[config.mk]
export PLATFORM = sky130hd
export DESIGN_NAME = dmem_arbiter_flat
export DESIGN_NICKNAME = d
export VERILOG_FILES = /design/src/rtl/mips_pkg.sv /design/src/rtl/dmem_arbiter_if.sv /design/src/rtl/arb_sat_counter.sv /design/src/rtl/dmem_arbiter.sv /design/src/flat_wrapper.sv
export SDC_FILE = /design/constraint.sdc
export NUM_CORES = 1
export LEC_CHECK = 0
export ABC_AREA = 1
export CAP_MARGIN = 20
export CELL_PAD_IN_SITES_DETAIL_PLACEMENT = 1
export CELL_PAD_IN_SITES_GLOBAL_PLACEMENT = 1
export CORE_AREA = 8 8 139 141
export DETAILED_ROUTE_END_ITERATION = 8
export DIE_AREA = 0 0 147 149
export PLACE_DENSITY = 0.82
export SLEW_MARGIN = 30
export SYNTH_ARGS = -nofsm -noshare
export SYNTH_HDL_FRONTEND = slang
export SYNTH_SLANG_ARGS = --single-unit
[constraint.sdc]
create_clock -name clk -period 1.5 [get_ports clk]
set_input_delay 0.225 -clock clk [delete_from_list [all_inputs] [get_ports clk]]
set_output_delay 0.225 -clock clk [all_outputs]
set_load 0.03 [all_outputs]
[src/rtl/mips_pkg.sv]
// Shared types for the MIPS data-memory arbiter: ownership states and datapath widths.
package mips_pkg;

  localparam int WORD_W = 32;
  localparam int CNT_W  = 16;
  localparam int WAIT_W = 4;
  localparam int BEAT_W = 4;

  // Owner of the memory port in the previous cycle (the registered arbitration state).
  typedef enum logic [1:0] {
    IDLE      = 2'd0,
    CPU       = 2'd1,
    DBG       = 2'd2,
    DBG_BURST = 2'd3
  } arb_state_t;

  // One memory-port beat as presented by a requester.
  typedef struct packed {
    logic              we;
    logic [WORD_W-1:0] a;
    logic [WORD_W-1:0] wd;
  } mem_beat_t;

  function automatic mem_beat_t make_beat(input logic we,
                                          input logic [WORD_W-1:0] a,
                                          input logic [WORD_W-1:0] wd);
    mem_beat_t b;
    b.we = we;
    b.a  = a;
    b.wd = wd;
    return b;
  endfunction

endpackage

[src/rtl/dmem_arbiter_if.sv]
// Bus bundle between the MIPS core, the debug/loader port, the arbiter and dmem.
interface dmem_arbiter_if;
  import mips_pkg::*;

  // Handshake: cpu_req/dbg_req are valid; ~cpu_stall/dbg_gnt are ready. A beat
  // transfers in any cycle where both are high; a requester holds its request
  // and payload stable until that cycle.
  logic              cpu_req;
  logic              cpu_we;
  logic [WORD_W-1:0] cpu_a;
  logic [WORD_W-1:0] cpu_wd;
  logic              cpu_stall;

  logic              dbg_req;
  logic              dbg_we;
  logic [WORD_W-1:0] dbg_a;
  logic [WORD_W-1:0] dbg_wd;
  logic              dbg_lock;
  logic              dbg_gnt;

  logic              mem_we;
  logic [WORD_W-1:0] mem_a;
  logic [WORD_W-1:0] mem_wd;
  logic [WORD_W-1:0] mem_rd;
  logic [WORD_W-1:0] rd_data;

  logic [CNT_W-1:0]  stall_cnt;

  // Requesters and data memory side.
  modport master (
    output cpu_req, cpu_we, cpu_a, cpu_wd,
    output dbg_req, dbg_we, dbg_a, dbg_wd, dbg_lock,
    output mem_rd,
    input  cpu_stall, dbg_gnt, mem_we, mem_a, mem_wd, rd_data, stall_cnt
  );

  // Arbiter side.
  modport slave (
    input  cpu_req, cpu_we, cpu_a, cpu_wd,
    input  dbg_req, dbg_we, dbg_a, dbg_wd, dbg_lock,
    input  mem_rd,
    output cpu_stall, dbg_gnt, mem_we, mem_a, mem_wd, rd_data, stall_cnt
  );

endinterface

[src/rtl/arb_sat_counter.sv]
// Saturating up-counter with async reset; a clear in the same cycle as an
// increment restarts the count at one.
module arb_sat_counter #(
  parameter int W   = 4,
  parameter int MAX = 15
) (
  input  logic         clk,
  input  logic         reset,
  input  logic         clr,
  input  logic         inc,
  output logic [W-1:0] cnt
);

  localparam logic [W-1:0] MAX_V = W'(MAX);
  localparam logic [W-1:0] ONE_V = W'(1);

  always_ff @(posedge clk or posedge reset) begin
    if (reset) begin
      cnt <= '0;
    end else if (clr) begin
      cnt <= inc ? ONE_V : '0;
    end else if (inc && (cnt != MAX_V)) begin
      cnt <= cnt + ONE_V;
    end
  end

endmodule

[src/rtl/dmem_arbiter.sv]
// Data-memory arbiter between the MIPS MEM stage and a debug/loader port.
// Locked debug bursts are compiled in only when DMEM_ARB_BURST_EN is defined.
module dmem_arbiter
  import mips_pkg::*;
#(
  parameter int MAX_WAIT  = 4,
  parameter int BURST_MAX = 8
) (
  input  logic              clk,
  input  logic              reset,
  dmem_arbiter_if.slave     bus,
  output arb_state_t        state,
  output logic [WAIT_W-1:0] wait_cnt
);

  logic      wait_hit;
  logic      burst_cont;
  logic      lock_beat;
  logic      force_dbg;
  logic      cpu_grant;
  logic      debug_grant;
  logic      wait_clr;
  logic      wait_inc;
  mem_beat_t cpu_beat;
  mem_beat_t dbg_beat;
  mem_beat_t win_beat;

  assign wait_hit = (wait_cnt == WAIT_W'(MAX_WAIT));

`ifdef DMEM_ARB_BURST_EN
  logic [BEAT_W-1:0] beat_cnt;

  // A burst keeps debug forced while it is still locked, requesting and short of BURST_MAX.
  assign burst_cont = (state == DBG_BURST) && bus.dbg_req && bus.dbg_lock &&
                      (beat_cnt != BEAT_W'(BURST_MAX));
  assign lock_beat  = bus.dbg_gnt && bus.dbg_lock;

  arb_sat_counter #(
    .W   (BEAT_W),
    .MAX (BURST_MAX)
  ) u_beat_cnt (
    .clk   (clk),
    .reset (reset),
    .clr   (~burst_cont),
    .inc   (lock_beat),
    .cnt   (beat_cnt)
  );
`else
  localparam int unused_burst_max = BURST_MAX;
  logic unused_lock;

  assign unused_lock = bus.dbg_lock;
  assign burst_cont  = 1'b0;
  assign lock_beat   = 1'b0;
`endif

  // force_dbg already implies dbg_req, so a forced cycle with both requests dropped grants nobody.
  assign force_dbg   = (bus.dbg_req && wait_hit) || burst_cont;
  assign cpu_grant   = bus.cpu_req && !force_dbg;
  assign debug_grant = force_dbg || !bus.cpu_req;

  assign bus.cpu_stall = bus.cpu_req & ~cpu_grant;
  assign bus.dbg_gnt   = bus.dbg_req & debug_grant;
  assign bus.rd_data   = bus.mem_rd;

  assign cpu_beat = make_beat(bus.cpu_we, bus.cpu_a, bus.cpu_wd);
  assign dbg_beat = make_beat(bus.dbg_we, bus.dbg_a, bus.dbg_wd);

  always_comb begin
    win_beat = '0;
    if (cpu_grant) begin
      win_beat = cpu_beat;
    end else if (bus.dbg_gnt) begin
      win_beat = dbg_beat;
    end
  end

  // Write enable is gated by reset so a burst interrupted by reset never writes.
  assign bus.mem_we = win_beat.we & ~reset;
  assign bus.mem_a  = win_beat.a;
  assign bus.mem_wd = win_beat.wd;

  always_ff @(posedge clk or posedge reset) begin
    if (reset) begin
      state <= IDLE;
    end else if (cpu_grant) begin
      state <= CPU;
    end else if (bus.dbg_gnt) begin
      state <= lock_beat ? DBG_BURST : DBG;
    end else begin
      state <= IDLE;
    end
  end

  assign wait_clr = bus.dbg_gnt | ~bus.dbg_req;
  assign wait_inc = bus.dbg_req & ~bus.dbg_gnt;

  arb_sat_counter #(
    .W   (WAIT_W),
    .MAX (MAX_WAIT)
  ) u_wait_cnt (
    .clk   (clk),
    .reset (reset),
    .clr   (wait_clr),
    .inc   (wait_inc),
    .cnt   (wait_cnt)
  );

  arb_sat_counter #(
    .W   (CNT_W),
    .MAX ((1 << CNT_W) - 1)
  ) u_stall_cnt (
    .clk   (clk),
    .reset (reset),
    .clr   (1'b0),
    .inc   (bus.cpu_stall),
    .cnt   (bus.stall_cnt)
  );

endmodule
[src/flat_wrapper.sv]
// flat-port wrapper written by rule: the top's interface ports become plain ports
module dmem_arbiter_flat import mips_pkg::*;
#(
  parameter int MAX_WAIT  = 4,
  parameter int BURST_MAX = 8
)
  (clk, reset, state, wait_cnt, bus_cpu_req, bus_cpu_we, bus_cpu_a, bus_cpu_wd, bus_dbg_req, bus_dbg_we, bus_dbg_a, bus_dbg_wd, bus_dbg_lock, bus_mem_rd, bus_cpu_stall, bus_dbg_gnt, bus_mem_we, bus_mem_a, bus_mem_wd, bus_rd_data, bus_stall_cnt);
  dmem_arbiter_if bus_i ();
  input  logic clk;
  input  logic reset;
  output arb_state_t state;
  output logic [WAIT_W-1:0] wait_cnt;
  input wire logic [$bits(bus_i.cpu_req)-1:0] bus_cpu_req;
  input wire logic [$bits(bus_i.cpu_we)-1:0] bus_cpu_we;
  input wire logic [$bits(bus_i.cpu_a)-1:0] bus_cpu_a;
  input wire logic [$bits(bus_i.cpu_wd)-1:0] bus_cpu_wd;
  input wire logic [$bits(bus_i.dbg_req)-1:0] bus_dbg_req;
  input wire logic [$bits(bus_i.dbg_we)-1:0] bus_dbg_we;
  input wire logic [$bits(bus_i.dbg_a)-1:0] bus_dbg_a;
  input wire logic [$bits(bus_i.dbg_wd)-1:0] bus_dbg_wd;
  input wire logic [$bits(bus_i.dbg_lock)-1:0] bus_dbg_lock;
  input wire logic [$bits(bus_i.mem_rd)-1:0] bus_mem_rd;
  output wire logic [$bits(bus_i.cpu_stall)-1:0] bus_cpu_stall;
  output wire logic [$bits(bus_i.dbg_gnt)-1:0] bus_dbg_gnt;
  output wire logic [$bits(bus_i.mem_we)-1:0] bus_mem_we;
  output wire logic [$bits(bus_i.mem_a)-1:0] bus_mem_a;
  output wire logic [$bits(bus_i.mem_wd)-1:0] bus_mem_wd;
  output wire logic [$bits(bus_i.rd_data)-1:0] bus_rd_data;
  output wire logic [$bits(bus_i.stall_cnt)-1:0] bus_stall_cnt;
  assign bus_i.cpu_req = bus_cpu_req;
  assign bus_i.cpu_we = bus_cpu_we;
  assign bus_i.cpu_a = bus_cpu_a;
  assign bus_i.cpu_wd = bus_cpu_wd;
  assign bus_i.dbg_req = bus_dbg_req;
  assign bus_i.dbg_we = bus_dbg_we;
  assign bus_i.dbg_a = bus_dbg_a;
  assign bus_i.dbg_wd = bus_dbg_wd;
  assign bus_i.dbg_lock = bus_dbg_lock;
  assign bus_i.mem_rd = bus_mem_rd;
  assign bus_cpu_stall = bus_i.cpu_stall;
  assign bus_dbg_gnt = bus_i.dbg_gnt;
  assign bus_mem_we = bus_i.mem_we;
  assign bus_mem_a = bus_i.mem_a;
  assign bus_mem_wd = bus_i.mem_wd;
  assign bus_rd_data = bus_i.rd_data;
  assign bus_stall_cnt = bus_i.stall_cnt;
  dmem_arbiter #(.MAX_WAIT(MAX_WAIT), .BURST_MAX(BURST_MAX)) u_core (.clk(clk), .reset(reset), .bus(bus_i), .state(state), .wait_cnt(wait_cnt));
endmodule
# Word-level counts from Yosys, hierarchy flattened
# Cells that the tools add are included.
[word_totals] ff_bits=22 in_bits=167 out_inout_bits=121
[classes] n_addsub=2 n_eq_ne=3 muxes=7 bitwise_logic=9 reduce_logical=8
[ops] cell="$mux 65" n=2
[ops] cell="$add 16x1->16 const B" n=1
[ops] cell="$ne 16x16->1 const B" n=1
[ops] cell="$mux 4" n=2
[ops] cell="$add 4x1->4 const B" n=1
[ops] cell="$and 1x1->1" n=4
[ops] cell="$eq 4x3->1 const B" n=1
[ops] cell="$logic_and 1x1->1" n=4
[ops] cell="$mux 2" n=2
[ops] cell="$ne 4x3->1 const B" n=1
[ops] cell="$not 1->1" n=4
[ops] cell="$logic_not 1->1" n=2
[ops] cell="$reduce_bool 2->1" n=1
[ops] cell="$logic_or 1x1->1" n=1
[ops] cell="$mux 1" n=1
[ops] cell="$or 1x1->1" n=1

# Depth between registers and ports, before layout
# Gate-level depths: netlist (run 1).
[depth] ltp_word=9 ltp_mapped=10 ltp_nobuf=8

# Modules after synthesis
# From an unflattened synthesis (run 1), not the netlist that was laid out.
[hier_totals] cells_unflattened=451 hier_area_um2=2514.9
[by_module_without_submodules] module="dmem_arbiter" instances=1 cells_per_inst=258 area_each_um2=1192.4 seq_area_each_um2=50.0
[by_module_without_submodules] module="arb_sat_counter at u_core.u_stall_cnt" instances=1 cells_per_inst=158 area_each_um2=1066.0 seq_area_each_um2=400.4
[by_module_without_submodules] module="arb_sat_counter at u_core.u_wait_cnt" instances=1 cells_per_inst=35 area_each_um2=256.5 seq_area_each_um2=100.1

# Least setup slack after synthesis (run 1)
# No wires, ideal clock.
[synth_path] path_type="register -> output" from="register u_core.u_wait_cnt.cnt[0]" to="output port bus_mem_we" arrival_time_ns=1.845 t_required_ns=1.275 setup_slack_ns=-0.570 stages_incl_launch_ff=9 n_path_buf=1 path_cell_list="dfrtp_1 -> inv_1 -> ha_1 -> nand4_2 -> nand2_2 -> inv_1 -> buf_2 -> nand2_1 -> a21oi_1"
[synth_between] elab_chain_cells=7 word_cells_on_any_way=9 cone_classes="1 x eq/ne; 2 x mux; 2 x bitwise; 4 x reduce/logical"
[synth_rtl] item="start, declared" line="arb_sat_counter.sv:11" source="output logic [W-1:0] cnt"
[synth_rtl] item="start signal, assigned" line="arb_sat_counter.sv:21" source="cnt <= inc ? ONE_V : '0;"
[synth_rtl] item="start signal, assigned" line="arb_sat_counter.sv:23" source="cnt <= cnt + ONE_V;"
[synth_rtl] item="$eq 4x3->1 (*)" line="dmem_arbiter.sv:28" source="assign wait_hit = (wait_cnt == WAIT_W'(MAX_WAIT));"
[synth_rtl] item="$logic_and 1x1->1 (*)" line="dmem_arbiter.sv:58" source="assign force_dbg = (bus.dbg_req && wait_hit) || burst_cont;"
[synth_rtl] item="$logic_or 1x1->1" line="dmem_arbiter.sv:60" source="assign debug_grant = force_dbg || !bus.cpu_req;"
[synth_rtl] item="$and 1x1->1" line="dmem_arbiter.sv:63" source="assign bus.dbg_gnt = bus.dbg_req & debug_grant;"
[synth_rtl] item="$mux 65" line="dmem_arbiter.sv:73" source="end else if (bus.dbg_gnt) begin"
[synth_rtl] item="$mux 65 (*)" line="dmem_arbiter.sv:71" source="if (cpu_grant) begin"
[synth_rtl] item="$and 1x1->1 (*)" line="dmem_arbiter.sv:79" source="assign bus.mem_we = win_beat.we & ~reset;"
[synth_rtl] item="end, declared" line="flat_wrapper.sv:25" source="output wire logic [$bits(bus_i.mem_we)-1:0] bus_mem_we;"
# Mark *: on every way between the ends. The rest lies on a longest branch, timed or not.

# Worst setup path after layout (run 1)
[layout_path] from="register u_core.u_wait_cnt.cnt[0]" to="output port bus_mem_a[8]"
[layout_between] elab_chain_cells=6 word_cells_on_any_way=8 cone_classes="1 x eq/ne; 2 x mux; 1 x bitwise; 4 x reduce/logical"
[layout_rtl] item="$eq 4x3->1 (*)" line="dmem_arbiter.sv:28"
[layout_rtl] item="$logic_and 1x1->1 (*)" line="dmem_arbiter.sv:58"
[layout_rtl] item="$logic_or 1x1->1" line="dmem_arbiter.sv:60"
[layout_rtl] item="$and 1x1->1" line="dmem_arbiter.sv:63"
[layout_rtl] item="$mux 65" line="dmem_arbiter.sv:73"
[layout_rtl] item="$mux 65 (*)" line="dmem_arbiter.sv:71"
[layout_rtl] item="end, declared" line="flat_wrapper.sv:26" source="output wire logic [$bits(bus_i.mem_a)-1:0] bus_mem_a;"
# Marked as above.

==> report_table.html, run 1 <==
<table>
<tr><th>Metric</th><th>Value</th></tr>
<tr><th colspan="2">Layout</th></tr>
<tr><td>Net count, final</td><td>828</td></tr>
<tr><td>Layout cell share with drive strength beyond 1</td><td>roughly 48%</td></tr>
<tr><td>Synth-to-layout area growth</td><td>177%</td></tr>
<tr><td>Cell area after layout</td><td>0.00653 mm2</td></tr>
<tr><td>Non-filler instance count after layout</td><td>881</td></tr>
<tr><td>Number of antenna diodes</td><td>0</td></tr>
<tr><td>Util after Layout</td><td>38.3%</td></tr>
<tr><th colspan="2">Timing</th></tr>
<tr><td>Unrepaired setup endpoints after global routing</td><td>true</td></tr>
<tr><td>Achievable clock frequency</td><td>approximately 0.5 GHz</td></tr>
<tr><td>Min cycle time layout</td><td>2.00 ns</td></tr>
<tr><td>Total count of max-transition violations in the final report</td><td>0</td></tr>
<tr><td>Final-report setup violation count</td><td>between 80 and 90</td></tr>
<tr><td>Setup tns final</td><td>-33.72 ns</td></tr>
<tr><td>Worst slew pin tran</td><td>0.353 ns</td></tr>
<tr><td>Portion of the clock cycle consumed by the worst path in the final layout</td><td>133%</td></tr>
<tr><td>Final hold violation count</td><td>0</td></tr>
<tr><td>Worst rel slew slack</td><td>76.6%</td></tr>
<tr><td>Worst clock skew on the final layout</td><td>just over 0.005 ns</td></tr>
<tr><td>Min setup slack post-route</td><td>-0.500 ns</td></tr>
<tr><td>WHS</td><td>between 0.4 and 0.5 ns</td></tr>
<tr><th colspan="2">Synth</th></tr>
<tr><td>Cell Area, Synth</td><td>0.00236 mm2</td></tr>
<tr><td>Synthesized area per cell</td><td>5.69 um2</td></tr>
<tr><td>Count of unique library cells instantiated by Yosys</td><td>24</td></tr>
<tr><td>Post-Synthesis Net Count</td><td>slightly below 600</td></tr>
<tr><td>Flip-flop and latch count after synthesis</td><td>22</td></tr>
<tr><td>Yosys warning total</td><td>0</td></tr>
<tr><td>Syn Inst Count</td><td>415</td></tr>
<tr><td>Post-synthesis sequential area ratio</td><td>23.3%</td></tr>
<tr><th colspan="2">Status</th></tr>
<tr><td>Violations in the final reports</td><td>negative setup slack</td></tr>
<tr><td>Status</td><td>finished with violations</td></tr>
<tr><th colspan="2">Pwr</th></tr>
<tr><td>Portion of total power attributed to combinational logic</td><td>between 60% and 70%</td></tr>
<tr><td>Internal power of the cells</td><td>0.00188 W</td></tr>
<tr><td>Relative contribution of sequential cells to total power</td><td>20.4%</td></tr>
<tr><td>Pwr/cell area</td><td>456 mW/mm2</td></tr>
<tr><td>Net Sw Power</td><td>0.00110 W</td></tr>
<tr><td>Static leakage</td><td>3.07 nW</td></tr>
<tr><td>Fraction of power spent switching nets</td><td>37.0%</td></tr>
<tr><td>Highest ir drop seen on vdd</td><td>0.000388 V</td></tr>
<tr><td>Clock share of power</td><td>19.1%</td></tr>
<tr><th colspan="2">Setup path</th></tr>
<tr><td>CP cell instances</td><td>inv_2, ha_4, nand4_4, nand2_4, buf_4, inv_8, buf_12, nand2_1, nand2_4, buf_12</td></tr>
<tr><td>Classification of the worst setup path</td><td>flop to primary output</td></tr>
<tr><td>Largest delay share family, worst path</td><td>buffers and inverters</td></tr>
<tr><td>Crit path buffers/inverters</td><td>5</td></tr>
<tr><td>Worst endpoint data arrival time</td><td>1.78 ns</td></tr>
<tr><td>Startpoint type of the worst setup path</td><td>flop</td></tr>
<tr><td>Critical path required time</td><td>between 1 and 1.5 ns</td></tr>
<tr><td>Kind of end point of the critical path</td><td>primary output</td></tr>
<tr><td>Slowest stage delay, CP</td><td>0.41 ns</td></tr>
<tr><td>Highest fanout seen on the critical path</td><td>10</td></tr>
<tr><td>Worst path slowest cell</td><td>sky130_fd_sc_hd__dfrtp_2</td></tr>
<tr><th colspan="2">Die</th></tr>
<tr><td>Die span in x</td><td>around 150 um</td></tr>
<tr><td>Row count</td><td>48</td></tr>
<tr><td>Top-Level Pins</td><td>288</td></tr>
<tr><td>Die Y</td><td>149 um</td></tr>
<tr><td>Core area</td><td>about 0.017 mm2</td></tr>
<tr><td>Starting density of the core</td><td>roughly 14%</td></tr>
<tr><td>Die footprint</td><td>0.0219 mm2</td></tr>
<tr><th colspan="2">Routing</th></tr>
<tr><td>Post-DR vias/cell</td><td>4.10</td></tr>
<tr><td>Number of routed nets with antenna violations</td><td>0</td></tr>
<tr><td>Total wire length after detailed routing</td><td>around 17 mm</td></tr>
<tr><td>Initial drt markers</td><td>37</td></tr>
<tr><td>Post-DR wirelength/cell</td><td>around 20 um</td></tr>
<tr><td>Via count</td><td>between 3000 and 4000</td></tr>
<tr><td>Post-route DRC</td><td>0</td></tr>
<tr><td>Drt first pass iters</td><td>4</td></tr>
<tr><th colspan="2">Clock tree</th></tr>
<tr><td>Hold Buf Count CTS</td><td>0</td></tr>
<tr><td>Max clock buf depth</td><td>2</td></tr>
<tr><td>H-tree depth</td><td>1</td></tr>
<tr><td>Insertion delay to the later sink of the worst-skew pair</td><td>roughly 0.26 ns</td></tr>
<tr><td>Clock transition at the registers of the reported paths</td><td>0.06 ns</td></tr>
<tr><td>CTS tree</td><td>yes</td></tr>
<tr><td>Clk Tree Root Cell</td><td>sky130_fd_sc_hd__clkbuf_16</td></tr>
<tr><td>Count of clock tree sinks</td><td>22</td></tr>
<tr><td>Number of buffers created by CTS</td><td>3</td></tr>
<tr><th colspan="2">GRT</th></tr>
<tr><td>Vias in the first global route</td><td>~4000</td></tr>
<tr><td>Largest net degree at the start of global routing</td><td>23</td></tr>
<tr><td>Global-route wire length before repair</td><td>24.4 mm</td></tr>
<tr><td>Total routing resource utilization after global routing</td><td>14.2%</td></tr>
<tr><td>Total global routing overflow</td><td>0</td></tr>
<tr><td>Number of antenna violations at the first check in global routing</td><td>0</td></tr>
<tr><th colspan="2">Place</th></tr>
<tr><td>Post-place instance area</td><td>0.00547 mm2</td></tr>
<tr><td>Placed wire-length estimate after detailed placement</td><td>12.1 mm</td></tr>
<tr><td># port buffers</td><td>222</td></tr>
<tr><td>Placer congestion estimate</td><td>0.799</td></tr>
<tr><td>Count of placed standard cells including taps</td><td>854</td></tr>
<tr><th colspan="2">Job</th></tr>
<tr><td>Maxcap violations</td><td>0</td></tr>
<tr><th colspan="2">Hold path</th></tr>
<tr><td>Worst min-delay path class</td><td>primary input to async pin</td></tr>
</table>
==> power groups by stage <==
stage | Clock, W | Combinational [W] | Sequential [W]
floorplan | 0 | 0.000820 | 0.000636
global placement | 0 | 0.00143 | 0.000617
detailed placement | 0 | 0.00145 | 0.000618
CTS | 0.000586 | 0.00172 | 0.000607
global route | 0.000601 | 0.00188 | 0.000608
finish | 0.000569 | 0.00180 | 0.000607
==> what timing repair did <==
action,in CTS,in global routing
gates cloned,8,3
setup buffers,12,3
resized for setup,152,51
endpoints found under the setup margin,84,84
pin swaps,5,7
==> cells in the mapped netlist, drive strengths merged <==
cell,instances,area share [%]
nor3,3,0.64
and2b,1,0.37
dfrtp,22,23
nand2,265,43
nor2,18,3.5
buf,47,15
nand4,7,2.1
a21oi,1,0.21
nand3,10,2.1
ha,3,1.6
xor2,2,0.74
xnor2,7,2.6
nor3b,1,0.32
clkbuf,2,0.32
o21ai,5,1.5
inv,21,3.3
==> metal layers <==
| metal | vias to the layer above | wire length (um) | global-route usage, % |
|---|---|---|---|
| li1 | 1708 | - | - |
| met1 | 1728 | 6780 | 15.5 |
| met2 | 167 | 9390 | 27.5 |
| met3 | 11 | 1130 | 3.61 |
| met4 | 0 | 138 | 2.24 |
| met5 | - | 0 | 0 |
==> cells in the final DEF (no fill, tap or decap), types with 4 or more instances in the layout <==
cell	Yosys	layout
sky130_fd_sc_hd__nand3_1	10	9
sky130_fd_sc_hd__nand2_2	5	56
sky130_fd_sc_hd__buf_6	3	60
sky130_fd_sc_hd__clkdlybuf4s50_1	0	133
sky130_fd_sc_hd__dfrtp_2	0	4
sky130_fd_sc_hd__buf_4	37	40
sky130_fd_sc_hd__dfrtp_1	22	18
sky130_fd_sc_hd__dlygate4sd2_1	0	16
sky130_fd_sc_hd__inv_1	18	15
sky130_fd_sc_hd__nand2_1	260	114
sky130_fd_sc_hd__nand2_4	0	95
sky130_fd_sc_hd__xnor2_1	7	7
sky130_fd_sc_hd__nor2_1	14	14
sky130_fd_sc_hd__clkbuf_16	0	6
sky130_fd_sc_hd__buf_12	0	24
sky130_fd_sc_hd__buf_16	0	7
sky130_fd_sc_hd__nand4_1	6	6
==> path summary, 6_finish.rpt <==
path / start / to / slack [ns] / depth (start not counted)
hold / removal: reset / u_core.u_stall_cnt.cnt[4]$_DFFE_PP0P_ / 0.45 / 3
hold reg to reg: u_core.u_stall_cnt.cnt[7]$_DFFE_PP0P_ / u_core.u_stall_cnt.cnt[7]$_DFFE_PP0P_ / 0.56 / 2
setup / recovery: u_core.u_wait_cnt.cnt[0]$_DFFE_PP0P_ / bus_mem_a[8] / -0.50 / 10
setup reg to reg: u_core.u_wait_cnt.cnt[0]$_DFFE_PP0P_ / u_core.u_stall_cnt.cnt[6]$_DFFE_PP0P_ / -0.20 / 12
max in group asynchronous: reset / u_core.u_wait_cnt.cnt[0]$_DFFE_PP0P_ / 0.80 / 3
min in group clk: bus_mem_rd[22] / bus_rd_data[22] / 0.45 / 0
==> flip-flops by register name (all words and copies together) (netlist names) <==
register                count
u_core.u_stall_cnt.cnt     16
u_core.u_wait_cnt.cnt       4
u_core.state                2
==> through the flow <==
stage / total power [W] / worst slack [ns]
floorplan: 0.00146 / -0.210
global placement: 0.00204 / -0.504
detailed placement: 0.00207 / -0.567
CTS: 0.00291 / -0.502
global route: 0.00309 / -0.580
finish: 0.00298 / -0.500
==> cells by family (layout without fill, tap and decap cells) <==
group,Yosys count,in the layout,synth area share [%]
AND/OR/NAND/NOR,305,305,51.7
buffers and inverters,70,311,18.3
flip-flops,22,22,23.3
XOR/XNOR,9,9,3.34
AO/OA/AOI/OAI,6,6,1.75
adder cells (fa/ha/maj),3,3,1.59
==> area by class of cell <==
cell class | count | area, um2
clock buffer | 3 | 75.1
inverter | 21 | 98.8
tap | 225 | 282
sequential | 22 | 556
fill | 1956 | 10500
multi-input combinational | 323 | 2270
timing repair buffer | 287 | 3250
==> worst reg2reg max path, cell delays in order (launching register included) <==
cell and delay [ns]:
sky130_fd_sc_hd__dfrtp_2 0.41, sky130_fd_sc_hd__inv_2 0.07, sky130_fd_sc_hd__ha_4 0.14, sky130_fd_sc_hd__nand4_4 0.08, sky130_fd_sc_hd__buf_4 0.15, sky130_fd_sc_hd__buf_6 0.11
sky130_fd_sc_hd__nor2_4 0.09, sky130_fd_sc_hd__buf_4 0.12, sky130_fd_sc_hd__buf_6 0.09, sky130_fd_sc_hd__o21ai_4 0.08, sky130_fd_sc_hd__buf_12 0.15, sky130_fd_sc_hd__nand2_1 0.04
sky130_fd_sc_hd__o21ai_0 0.06
(Power assumes the default switching activity.)
==> inputs of run 2 (changes only) <==
CTS_CLUSTER_DIAMETER = 50   (was not set)
==> results of run 2 <==
No change in the layout: final DEF, timing and power equal those of run 1.
